$ cat config.mk
export PLATFORM = sky130hd
export DESIGN_NAME = otp_ctrl
export DESIGN_NICKNAME = d
export VERILOG_FILES = /design/src/rtl/otp_pkg.sv /design/src/rtl/otp_timer.sv /design/src/rtl/otp_ctrl.sv
export SDC_FILE = /design/constraint.sdc
export NUM_CORES = 1
export LEC_CHECK = 0
export CAP_MARGIN = 15
export CELL_PAD_IN_SITES_DETAIL_PLACEMENT = 0
export CELL_PAD_IN_SITES_GLOBAL_PLACEMENT = 1
export CORE_ASPECT_RATIO = 1.75
export CORE_MARGIN = 8
export CORE_UTILIZATION = 39
export CTS_BUF_LIST = sky130_fd_sc_hd__clkbuf_16
export CTS_CLUSTER_SIZE = 12
export DETAILED_ROUTE_END_ITERATION = 7
export MAX_ROUTING_LAYER = met4
export PLACE_DENSITY = 0.77
export SLEW_MARGIN = 10
export SYNTH_ARGS = -nofsm -noshare
export SYNTH_HDL_FRONTEND = slang
export SYNTH_SLANG_ARGS = --single-unit
$ cat constraint.sdc
create_clock -name clk -period 3.1 [get_ports clk]
set_clock_uncertainty 0.2 [all_clocks]
set_input_delay 0.62 -clock clk [delete_from_list [all_inputs] [get_ports clk]]
set_output_delay 0.62 -clock clk [all_outputs]
set_load 0.02 [all_outputs]
$ cat src/rtl/otp_pkg.sv
// otp_pkg: shared types and constants for the OTP macro sequencer.
//   - otp_state_e : sequencer states
//   - ERR_*       : rsp_err completion codes
//   - DEF_*       : default geometry and pin timing
//   - max4()      : helper for sizing the shared pin-timing counter
package otp_pkg;

   typedef enum logic [2:0] {
      StIdle,
      StRdSetup,
      StRdStrobe,
      StRdEval,
      StPgSetup,
      StPgPulse,
      StPgHold,
      StDone
   } otp_state_e;

   localparam logic [1:0] ERR_OK      = 2'b00;
   localparam logic [1:0] ERR_VERIFY  = 2'b01;
   localparam logic [1:0] ERR_ILLEGAL = 2'b10;

   localparam int unsigned DEF_ADDR_W    = 7;
   localparam int unsigned DEF_DATA_W    = 8;
   localparam int unsigned DEF_T_SETUP   = 2;
   localparam int unsigned DEF_T_RD      = 4;
   localparam int unsigned DEF_T_PGM     = 200;
   localparam int unsigned DEF_T_HOLD    = 2;
   localparam int unsigned DEF_MAX_RETRY = 3;

   function automatic int unsigned max4(input int unsigned a, input int unsigned b,
                                        input int unsigned c, input int unsigned d);
      int unsigned m;
      m = a;
      if (b > m) m = b;
      if (c > m) m = c;
      if (d > m) m = d;
      return m;
   endfunction

endpackage

$ cat src/rtl/otp_timer.sv
// otp_timer: loadable down-counter with a zero flag.
//   clk_i      : clock
//   rst_i      : synchronous active-high reset (clears count)
//   load_i     : load load_val_i this cycle (wins over counting)
//   load_val_i : value to load
//   zero_o     : count is zero
module otp_timer #(
   parameter int unsigned WIDTH = 8
) (
   input  logic             clk_i,
   input  logic             rst_i,
   input  logic             load_i,
   input  logic [WIDTH-1:0] load_val_i,
   output logic             zero_o
);

   logic [WIDTH-1:0] cnt_d, cnt_q;

   always_comb begin
      cnt_d = cnt_q;
      if (load_i) begin
         cnt_d = load_val_i;
      end else if (cnt_q != '0) begin
         cnt_d = cnt_q - 1'b1;
      end
   end

   always_ff @(posedge clk_i) begin
      if (rst_i) begin
         cnt_q <= '0;
      end else begin
         cnt_q <= cnt_d;
      end
   end

   assign zero_o = (cnt_q == '0);

endmodule

$ cat src/rtl/otp_ctrl.sv
// otp_ctrl: command/response sequencer for a one-time-programmable macro.
//   Reads strobe PRD and capture PDOB. Writes pre-read the word, refuse 1->0 changes,
//   then program the missing bits with PWE pulses, verifying after each pulse
//   and retrying up to MAX_RETRY pulses.
//   clk, rst (sync, active-high)
//   cmd_valid/cmd_ready/cmd_write/cmd_addr/cmd_wdata/cmd_tm : command port
//   rsp_valid/rsp_rdata/rsp_err                             : completion port
//   otp_pa/otp_pdin/otp_prd/otp_pprog/otp_pwe/otp_ptm       : macro pins (registered)
//   otp_pdob                                                : macro read data
module otp_ctrl
   import otp_pkg::*;
#(
   parameter int unsigned ADDR_W    = DEF_ADDR_W,
   parameter int unsigned DATA_W    = DEF_DATA_W,
   parameter int unsigned T_SETUP   = DEF_T_SETUP,
   parameter int unsigned T_RD      = DEF_T_RD,
   parameter int unsigned T_PGM     = DEF_T_PGM,
   parameter int unsigned T_HOLD    = DEF_T_HOLD,
   parameter int unsigned MAX_RETRY = DEF_MAX_RETRY
) (
   input  logic              clk,
   input  logic              rst,
   input  logic              cmd_valid,
   output logic              cmd_ready,
   input  logic              cmd_write,
   input  logic [ADDR_W-1:0] cmd_addr,
   input  logic [DATA_W-1:0] cmd_wdata,
   input  logic [1:0]        cmd_tm,
   output logic              rsp_valid,
   output logic [DATA_W-1:0] rsp_rdata,
   output logic [1:0]        rsp_err,
   output logic [ADDR_W-1:0] otp_pa,
   output logic [DATA_W-1:0] otp_pdin,
   output logic              otp_prd,
   output logic              otp_pprog,
   output logic              otp_pwe,
   output logic [1:0]        otp_ptm,
   input  logic [DATA_W-1:0] otp_pdob
);

   localparam int unsigned TMR_W   = $clog2(max4(T_PGM, T_RD, T_SETUP, T_HOLD) + 1);
   localparam int unsigned PULSE_W = $clog2(MAX_RETRY + 1);

   localparam logic [TMR_W-1:0]   LD_SETUP = TMR_W'(T_SETUP - 1);
   localparam logic [TMR_W-1:0]   LD_RD    = TMR_W'(T_RD - 1);
   localparam logic [TMR_W-1:0]   LD_PGM   = TMR_W'(T_PGM - 1);
   localparam logic [TMR_W-1:0]   LD_HOLD  = TMR_W'(T_HOLD - 1);
   localparam logic [PULSE_W-1:0] PULSE_MAX = PULSE_W'(MAX_RETRY);

   if (T_SETUP == 0 || T_RD == 0 || T_PGM == 0 || T_HOLD == 0 || MAX_RETRY == 0 ||
       ADDR_W == 0 || DATA_W == 0) begin : g_bad_param
      $error("otp_ctrl: timing, retry and width parameters must be non-zero");
   end

   otp_state_e state_d, state_q;

   logic [ADDR_W-1:0]  addr_d, addr_q;
   logic [DATA_W-1:0]  wdata_d, wdata_q;
   logic [1:0]         tm_d, tm_q;
   logic               write_d, write_q;
   logic [DATA_W-1:0]  cur_d, cur_q;
   logic [DATA_W-1:0]  mask_d, mask_q;
   logic [PULSE_W-1:0] pulses_d, pulses_q;

   logic              cmd_ready_d, cmd_ready_q;
   logic              rsp_valid_d, rsp_valid_q;
   logic [DATA_W-1:0] rsp_rdata_d, rsp_rdata_q;
   logic [1:0]        rsp_err_d, rsp_err_q;
   logic [ADDR_W-1:0] pa_d, pa_q;
   logic [DATA_W-1:0] pdin_d, pdin_q;
   logic              prd_d, prd_q;
   logic              pprog_d, pprog_q;
   logic              pwe_d, pwe_q;
   logic [1:0]        ptm_d, ptm_q;

   logic             tmr_load;
   logic [TMR_W-1:0] tmr_load_val;
   logic             tmr_zero;

   otp_timer #(
      .WIDTH(TMR_W)
   ) u_timer (
      .clk_i      (clk),
      .rst_i      (rst),
      .load_i     (tmr_load),
      .load_val_i (tmr_load_val),
      .zero_o     (tmr_zero)
   );

   always_comb begin
      state_d   = state_q;
      addr_d    = addr_q;
      wdata_d   = wdata_q;
      tm_d      = tm_q;
      write_d   = write_q;
      cur_d     = cur_q;
      mask_d    = mask_q;
      pulses_d  = pulses_q;
      rsp_err_d = rsp_err_q;

      unique case (state_q)
         StIdle: begin
            if (cmd_valid && cmd_ready_q) begin
               state_d  = StRdSetup;
               addr_d   = cmd_addr;
               wdata_d  = cmd_wdata;
               tm_d     = cmd_tm;
               write_d  = cmd_write;
               pulses_d = '0;
            end
         end
         StRdSetup: if (tmr_zero) state_d = StRdStrobe;
         StRdStrobe: begin
            if (tmr_zero) begin
               state_d = StRdEval;
               cur_d   = otp_pdob;
            end
         end
         StRdEval: begin
            state_d = StDone;
            if (!write_q || cur_q == wdata_q) begin
               rsp_err_d = ERR_OK;
            end else if ((cur_q & ~wdata_q) != '0) begin
               // A cleared bit before any pulse is a bad request; after one it is a loss.
               rsp_err_d = (pulses_q == '0) ? ERR_ILLEGAL : ERR_VERIFY;
            end else if (pulses_q < PULSE_MAX) begin
               state_d = StPgSetup;
               mask_d  = wdata_q & ~cur_q;
            end else begin
               rsp_err_d = ERR_VERIFY;
            end
         end
         StPgSetup: begin
            if (tmr_zero) begin
               state_d  = StPgPulse;
               pulses_d = pulses_q + 1'b1;
            end
         end
         StPgPulse: if (tmr_zero) state_d = StPgHold;
         StPgHold:  if (tmr_zero) state_d = StRdSetup;
         StDone:    state_d = StIdle;
         default:   state_d = StIdle;
      endcase

      // Timer is reloaded with the dwell of the state being entered.
      tmr_load = (state_d != state_q);
      unique case (state_d)
         StRdSetup, StPgSetup: tmr_load_val = LD_SETUP;
         StRdStrobe:           tmr_load_val = LD_RD;
         StPgPulse:            tmr_load_val = LD_PGM;
         StPgHold:             tmr_load_val = LD_HOLD;
         default:              tmr_load_val = '0;
      endcase

      // Pins are decoded from the next state so they are registered alongside it.
      cmd_ready_d = (state_d == StIdle);
      rsp_valid_d = (state_d == StDone);
      rsp_rdata_d = (state_d == StDone) ? cur_q : rsp_rdata_q;
      prd_d       = (state_d == StRdStrobe);
      pwe_d       = (state_d == StPgPulse);
      pprog_d     = (state_d inside {StPgSetup, StPgPulse, StPgHold});
      pa_d        = (state_d == StIdle) ? '0 : addr_d;
      pdin_d      = pprog_d ? mask_d : '0;
      ptm_d       = (state_d == StIdle) ? 2'b00 : tm_d;
   end

   always_ff @(posedge clk) begin
      if (rst) begin
         state_q     <= StIdle;
         addr_q      <= '0;
         wdata_q     <= '0;
         tm_q        <= '0;
         write_q     <= 1'b0;
         cur_q       <= '0;
         mask_q      <= '0;
         pulses_q    <= '0;
         cmd_ready_q <= 1'b0;
         rsp_valid_q <= 1'b0;
         rsp_rdata_q <= '0;
         rsp_err_q   <= ERR_OK;
         pa_q        <= '0;
         pdin_q      <= '0;
         prd_q       <= 1'b0;
         pprog_q     <= 1'b0;
         pwe_q       <= 1'b0;
         ptm_q       <= '0;
      end else begin
         state_q     <= state_d;
         addr_q      <= addr_d;
         wdata_q     <= wdata_d;
         tm_q        <= tm_d;
         write_q     <= write_d;
         cur_q       <= cur_d;
         mask_q      <= mask_d;
         pulses_q    <= pulses_d;
         cmd_ready_q <= cmd_ready_d;
         rsp_valid_q <= rsp_valid_d;
         rsp_rdata_q <= rsp_rdata_d;
         rsp_err_q   <= rsp_err_d;
         pa_q        <= pa_d;
         pdin_q      <= pdin_d;
         prd_q       <= prd_d;
         pprog_q     <= pprog_d;
         pwe_q       <= pwe_d;
         ptm_q       <= ptm_d;
      end
   end

   assign cmd_ready = cmd_ready_q;
   assign rsp_valid = rsp_valid_q;
   assign rsp_rdata = rsp_rdata_q;
   assign rsp_err   = rsp_err_q;
   assign otp_pa    = pa_q;
   assign otp_pdin  = pdin_q;
   assign otp_prd   = prd_q;
   assign otp_pprog = pprog_q;
   assign otp_pwe   = pwe_q;
   assign otp_ptm   = ptm_q;

endmodule

==> results of run 1 <==
state kept, by name, summed over array words and instances, names as in the netlist:
register and flops:
otp_pprog 1, mask_q 8, rsp_rdata 8, otp_pwe 1, addr_q 7, rsp_err 2, cur_q 8, otp_pdin 8
u_timer.cnt_q 8, otp_ptm 2, rsp_valid 1, write_q 1, wdata_q 8, otp_prd 1, cmd_ready 1, pulses_q 2
otp_pa 7, tm_q 2, state_q 3
per-stage QoR:
step                      worst slack, ps  util (%)  instances  cell area, um2
final                                 415      52.1        500            4300
after global routing                  157      52.1        500            4300
after CTS                             393      52.1        500            4300
after detailed placement              384      48.0        484            3960
after global placement                440      48.0        484            3960
after floorplan                       768         -        342            3280
report_power, final:
group	switching (mW)	internal [mW]	total, mW	leakage (nW)
combinational	0.537	0.401	0.937	0.898
clock	0.397	0.780	1.18	0.164
sequential	0.0824	1.12	1.20	0.640
critical path, stage by stage (launching register included):
cell and delay (ps):
dfxtp_1 350, inv_1 60, ha_1 280, nand4_1 110
o21ai_0 270, o31ai_4 860, nand2_2 310, nor2_1 180
Yosys cell counts (all sizes together), types with 2 or more instances:
master and number:
ha 20, a31oi 2, or3 3, clkbuf 10, dfxtp 79, xnor2 5
nor2 46, and3 3, a21o 2, xor2 3, nand4 6, nor3 19
a21oi 20, nand2 30, inv 23, mux2i 33, o21ai 2, buf 8
nand3 5, nor2b 2, or3b 2, nor4 5, nand2b 3
cell families after synthesis:
logic type,share of synthesized area (%)
fa+ha+maj,7.62
mux,10.1
simple gates,19.3
compound gates,7.09
buf+inv,5.64
xor+xnor,2.13
flops,48.2
layout make-up:
cell class | count | share of cell area (%)
Inverter | 23 | 2.01
Multi-Input combinational cell | 222 | 35.5
Clock inverter | 7 | 2.59
Sequential cell | 79 | 36.8
Timing Repair Buffer | 68 | 15.2
Clock buffer | 9 | 5.24
Tap cell | 92 | 2.68
path summary, 6_finish.rpt:
check	slack (ps)	depth (start not counted)	startpoint	end
worst min register to register	270	2	wdata_q[6]$_SDFFE_PP0P_	wdata_q[6]$_SDFFE_PP0P_
worst max-delay path	410	7	wdata_q[7]$_SDFFE_PP0P_	otp_pdin[3]$_SDFF_PP0_
worst min-delay path	270	2	wdata_q[6]$_SDFFE_PP0P_	wdata_q[6]$_SDFFE_PP0P_
worst max register to register	410	7	wdata_q[7]$_SDFFE_PP0P_	otp_pdin[3]$_SDFF_PP0_
layer usage:
layer  vias up  part of all wire (%)  track usage [%]
li1       1267                     -                -
met1      1177                    39             14.0
met2        51                    55             26.4
met3        16                   3.3             3.64
met4         0                   2.8             7.75
met5         -                     0                -
==> impl_summary.md, run 1 <==
Worst setup path
STA classifies the critical path endpoint as a register. STA classifies the critical path startpoint as a register. The maximum net fanout on the critical path is 17. STA puts the critical path data required time at ~3200 ps.

The worst setup path is of the register to register kind. For the worst setup path, the data arrival time is roughly 2800 ps.

Logic synthesis
Yosys mapped a number of flops with a built-in enable equal to 0. Yosys printed 0 warnings. Yosys attributes the largest share of cell area to dfxtp_1 48%, mux2i_1 10%, ha_1 7.6%. The share of the synthesized area in the top cell type is between 40% and 50%.

Synthesis inferred a little under 80 register bits. The async set-reset flop share out of synthesis is 0%. The post-synthesis area per instance is approximately 9.6 um2. Synthesis produced a netlist whose cell count is between 300 and 400. The share of the Yosys chip area taken by registers is a little under 50%. In the synthesized netlist the dominant register cell turns out to be dfxtp_1. The synthesized net count is between 300 and 400.

The cell taking the most area after synthesis is dfxtp_1. The unique cell type count in the Yosys netlist is 44. The netlist area before placement is about 3300 um2.

CTS
The maximum buffer depth of the clock tree is 2. The H-tree was split into 3 levels. The buffers inserted during post-CTS setup optimization is 0. The clock-pin transition on the worst setup and hold timing paths is 60 ps. The clock buffer count from CTS is 9. The clock latency on the worst-skew pair is between 300 and 400 ps.

Counting every sink on the clock net gives 79. The root cell of the clock tree is clkbuf_16. The post-cts repair resize count is 0. The number of hold-repair buffers added at the cts stage is 0. The CTS tree is yes.

Placement
The number of buffer cells added on primary ports is 60. The congestion estimate from routability-driven global placement came to ~0.8. Once detailed placement completed, the half-perimeter wirelength came to 5950 um.

Floorplanning
During I/O placement, the number of pins put on the boundary was 61. The die covers around 12,000 um2. After floorplanning, the core was divided into 44 placement rows. The floorplan core area is between 8000 and 9000 um2. The horizontal extent of the die is approximately 85 um. The initial standard-cell utilization of the core is roughly two fifths.

In this run the vertical extent of the chip is between 100 and 150 um.

Layout
In the layout the commonest cells are 79 x dfxtp_1, 59 x clkdlybuf4s50_1, 45 x nor2_1. The post-synthesis to final-layout area growth is 31.0%. The repair_antennas step left the layout with diodes totalling 0. In the final layout, the share of cells above drive strength 1 is between 8 and 9%. The combined flip-flop and latch cell area is 1580 um2. In the final design database the tool counted approximately 450 nets.

The combined area of the multi-input logic cells is 1530 um2. Fill cells in the final layout number around 800. The most frequent standard cell in the layout excluding fill and tap cells is dfxtp_1.

Drt
The number of nets with antenna violations after routing is 0. The number of remaining DRC errors is 0. The pre-antenna-repair detailed-routing pass consisted of 5 iterations. The average vias per placed instance is ~5. After the first detailed-routing iteration, the DRC count stood at 90. Dividing the detail-routed wire length by the instance count gives approximately 16 um. Summed over all layers, the routed wires come to about 7800 um. Summing over every cut layer, the via total after detailed routing is ~2,500.

Global routing
The number of antenna violations at the first check in global routing came to 0. Entering global routing, the biggest net connects 26 pins. The global-route wire length before repair is roughly 13,000 um.

The overall routing resource usage is between 10% and 20%. The remaining global-route overflow is 0. The number of global-route vias before repair is 2,549.

Worst hold path
The class of the most critical hold timing path is register to register.

STA
For this run, the top clock speed supported by timing is ~370 MHz. The number of pins with negative max-slew slack in the final report was 0. The clock period minus worst slack is 2690 ps.

Setup repair after global routing left no endpoint under its margin. The worst path uses approximately 87% of the clock period. The actual transition at the worst max-transition pin is just over 900 ps. Across all hold checks on the routed design, the worst slack comes to approximately 270 ps.

The worst slew margin relative to its limit is between 30 and 40%. The final count of hold timing violations is 0. The total of endpoints with negative setup slack in the final report is 0. The setup total negative slack is 0 ps.

Power and ir drop
The total power is 3.32 mW. The leakage power is about 1.7 nW. The cell area power density is around 770 nW/um2. The peak supply drop is between 0.4 and 0.5 mV.

Run
The total of max-cap violations is 0.

Run status
The run finished with clean final reports.
Note: power is estimated with default switching activity, not from simulation.
==> inputs of run 2 (changes only) <==
--- a/config.mk
+++ b/config.mk
@@ -10,13 +10,15 @@
 export CELL_PAD_IN_SITES_GLOBAL_PLACEMENT = 1
 export CORE_ASPECT_RATIO = 1.75
 export CORE_MARGIN = 8
-export CORE_UTILIZATION = 39
+export CORE_UTILIZATION = 45
 export CTS_BUF_LIST = sky130_fd_sc_hd__clkbuf_16
 export CTS_CLUSTER_SIZE = 12
 export DETAILED_ROUTE_END_ITERATION = 7
+export DONT_BUFFER_PORTS = 1
 export MAX_ROUTING_LAYER = met4
-export PLACE_DENSITY = 0.77
+export PLACE_DENSITY = 0.73
 export SLEW_MARGIN = 10
 export SYNTH_ARGS = -nofsm -noshare
 export SYNTH_HDL_FRONTEND = slang
 export SYNTH_SLANG_ARGS = --single-unit
+export TNS_END_PERCENT = 50
==> run 2 against run 1 <==
  * First-iteration DRC count is 43% higher
  * Wire length is 6.0% lower
  * Sequential power hardly changed
  * Global-route usage is 0.79 points higher
  * Critical path depth stayed put
  * Power is 8.2% lower
  * Non-clock buffer count is 62 lower
  * Maximum frequency is 11% higher
  * Die area is 11% lower
  * Sequential share of layout area is 6.9 points higher
==> impl_summary.md, run 2 (synthesis results as in run 1) <==
Layout
The antenna diode instance count came to 0 (unchanged). The final-stage net count is 390 (-14%). The library cell used most frequently in the layout, excluding fill and tap cells, is dfxtp_1. The finished layout cell area is 3620 um2 (-16%). The ratio of cells with drive above 1 in the final layout came to 9.28% (+0.45 points).

From synthesis to final layout, the design area changed by 10.4%. Leaving out fill and tap cells, the most frequent cells in the layout are 79 x dfxtp_1, 45 x nor2_1, 33 x mux2i_1. The non-filler instance count after layout is 431 (-14%).

STA
The setup total negative slack is 0 ps (unchanged). The number of pins with negative max-slew slack in the final report was 0 (unchanged). The actual transition at the worst max-transition pin came to 816 ps (-98.9 ps). The final worst setup slack was 691 ps (+277 ps). The final count of hold timing violations is 0 (unchanged). The clock period minus worst slack is 2410 ps (-277 ps). The peak clock frequency supported by timing is 415 MHz (+11%). The total of endpoints with negative setup slack in the final report came to 0 (unchanged). The portion of the clock cycle consumed by the worst path in the final layout is 77.7% (-8.9 points). The worst slew margin relative to its limit is 45.6% (+6.6 points). Setup repair after global routing left no endpoint under its margin.

CTS
The buffers inserted during post-CTS setup optimization was 0 (unchanged). The maximum buffer depth of the clock tree is 2 (unchanged). The clock-pin transition on the worst setup and hold timing paths came to 60 ps (about the same). The clock buffer count from CTS is 9 (unchanged).

The post-cts repair resize count is 0 (unchanged). The depth of the CTS H-tree is 3 (unchanged). TritonCTS built the clock tree. The root cell of the clock tree is clkbuf_16. The clock latency on the worst-skew pair is 340 ps (about the same). The total clock sinks is 79 (unchanged).

The number of hold-repair buffers added at the cts stage is 0 (unchanged).

Worst setup path
The critical path data required time was 3170 ps (about the same). The category of cells accounting for the largest share of critical-path delay is compound AO/OA/AOI/OAI gates. The element type at the critical path start is a register. The critical path goes through ha_1 > nand4_1 > o21ai_0 > o31ai_2 > buf_4 > nand2_2 > nor2_1. The cell at the slowest stage of the critical path is dfxtp_1. The maximum net fanout on the critical path came to 13 (-4).

The register-to-register setup slack is 690 ps (+280 ps). The critical path data arrival time is 2480 ps (-270 ps). The number of buffer and inverter instances along the worst setup path is 1 (unchanged). The delay of the slowest critical-path stage is 430 ps (-430 ps).

The worst setup path is captured at a register. The path type of the worst setup path is register to register.

Power and ir drop
The total power is 3.05 mW (-8.2%). The cell area power density is 841 nW/um2 (+9.0%). The leakage power is 1.44 nW (-15%). The peak supply drop is 0.537 mV (+28%).

Floorplanning
The floorplan core area was 7130 um2 (-14%). The horizontal extent of the die is 80.6 um (-5.6%). The initial standard-cell utilization of the core is 46.0% (+6.3 points). The I/O pin total was 61 (unchanged).

The vertical extent of the die is 129 um (-6.1%). The die footprint was 10,400 um2 (-11%). The cell row count is 41 (-6.8%).

Run
The total of max-cap violations is 0 (unchanged).

Worst hold path
The class of the most critical hold timing path is input pin to register.

Drt
The total wire length after detailed routing is 7340 um (-6.0%). The violation count after the first detailed-routing iteration was 129 (+43%). The via count is 2,299 (-8.4%).

The average detailed-routed wire length per instance is 17.0 um (+9.0%). The average vias per placed instance was 5.33 (+6.2%). The number of remaining DRC errors is 0 (unchanged). The number of search-and-repair iterations in the first detailed-routing pass is 4 (-1).

The number of nets with antenna violations after routing is 0 (unchanged).

Placement
The cell area reported after detailed placement is 3340 um2 (-16%). The post-DP HPWL is 5230 um (-12%). The number of cells after detailed placement came to 416 (-14%).

The worst slack at placement is 651 ps (+267 ps). The number of buffer cells added on primary ports is 0 (-100%). The last weighted congestion value of the routability-driven placer is 0.883 (+10%).

Global routing
The overall routing resource usage came to 15.4% (+0.79 points). The remaining global-route overflow came to 0 (unchanged). The number of antenna violations at the first check in global routing is 0 (unchanged). The largest net degree at the start of global routing came to 68 (+160%). The number of global-route vias before repair was 2,262 (-11%). The global-route wire length before repair is 11,700 um (-7.4%).

Run status
The flow ran to the end, and the final reports show no timing, DRC or antenna violations.
[run 2: cell count changes in the layout (fill, tap and decap cells not counted), sizes merged]
cell           previous run  this run
buf                       9         6
bufinv                    3         1
clkinvlp                  0         2
clkdlybuf4s50            59         0
inv                      23        24
clkinv                    4         2
[run 2: area by class of cell]
type | count | area [um2]
Clock inverter | 6 | 61.3
Timing Repair Buffer | 6 | 45.0
Clock buffer | 9 | 225
Multi-Input combinational cell | 222 | 1520
Tap cell | 86 | 108
Fill cell | 714 | 3510
Sequential cell | 79 | 1580
Inverter | 23 | 86.3
[run 2: where the power goes]
group | switching (mW) | internal (mW)
combinational | 0.476 | 0.316
sequential | 0.111 | 1.12
clock | 0.408 | 0.616
total | 0.994 | 2.05
[run 2: per-layer routing]
metal	vias to the layer above	part of all wire (%)	track usage (%)
met3	19	5.3	4.40
met4	0	3.3	9.48
li1	1146	-	-
met5	-	0	-
met2	51	53	25.5
met1	1083	39	15.4
[run 2: path summary, 6_finish.rpt]
check / from / to / cells after the start
worst max-delay path: cur_q[0]$_SDFFE_PP0P_ / otp_pdin[2]$_SDFF_PP0_ / 7
worst min-delay path: rst / state_q[0]$_SDFF_PP0_ / 1
worst max register to register: cur_q[0]$_SDFFE_PP0P_ / otp_pdin[2]$_SDFF_PP0_ / 7
worst min register to register: write_q$_SDFFE_PP0P_ / write_q$_SDFFE_PP0P_ / 2
[run 2: worst reg2reg max path: cells and delay by family, from the launching register on]
family | cells | cell delay (ps)
AO/OA/AOI/OAI | 2 | 660
flip-flops | 1 | 430
buffers and inverters | 1 | 320
AND/OR/NAND/NOR | 3 | 450
adder cells (fa/ha/maj) | 1 | 280
[run 2: stage by stage]
| stage | hold slack, ps | util, % |
|---|---|---|
| finish | 157 | 50.8 |
| global route | 140 | 50.8 |
| CTS | 143 | 50.8 |
| detailed placement | 243 | 46.8 |
| global placement | 244 | 46.8 |
| floorplan | 233 | - |
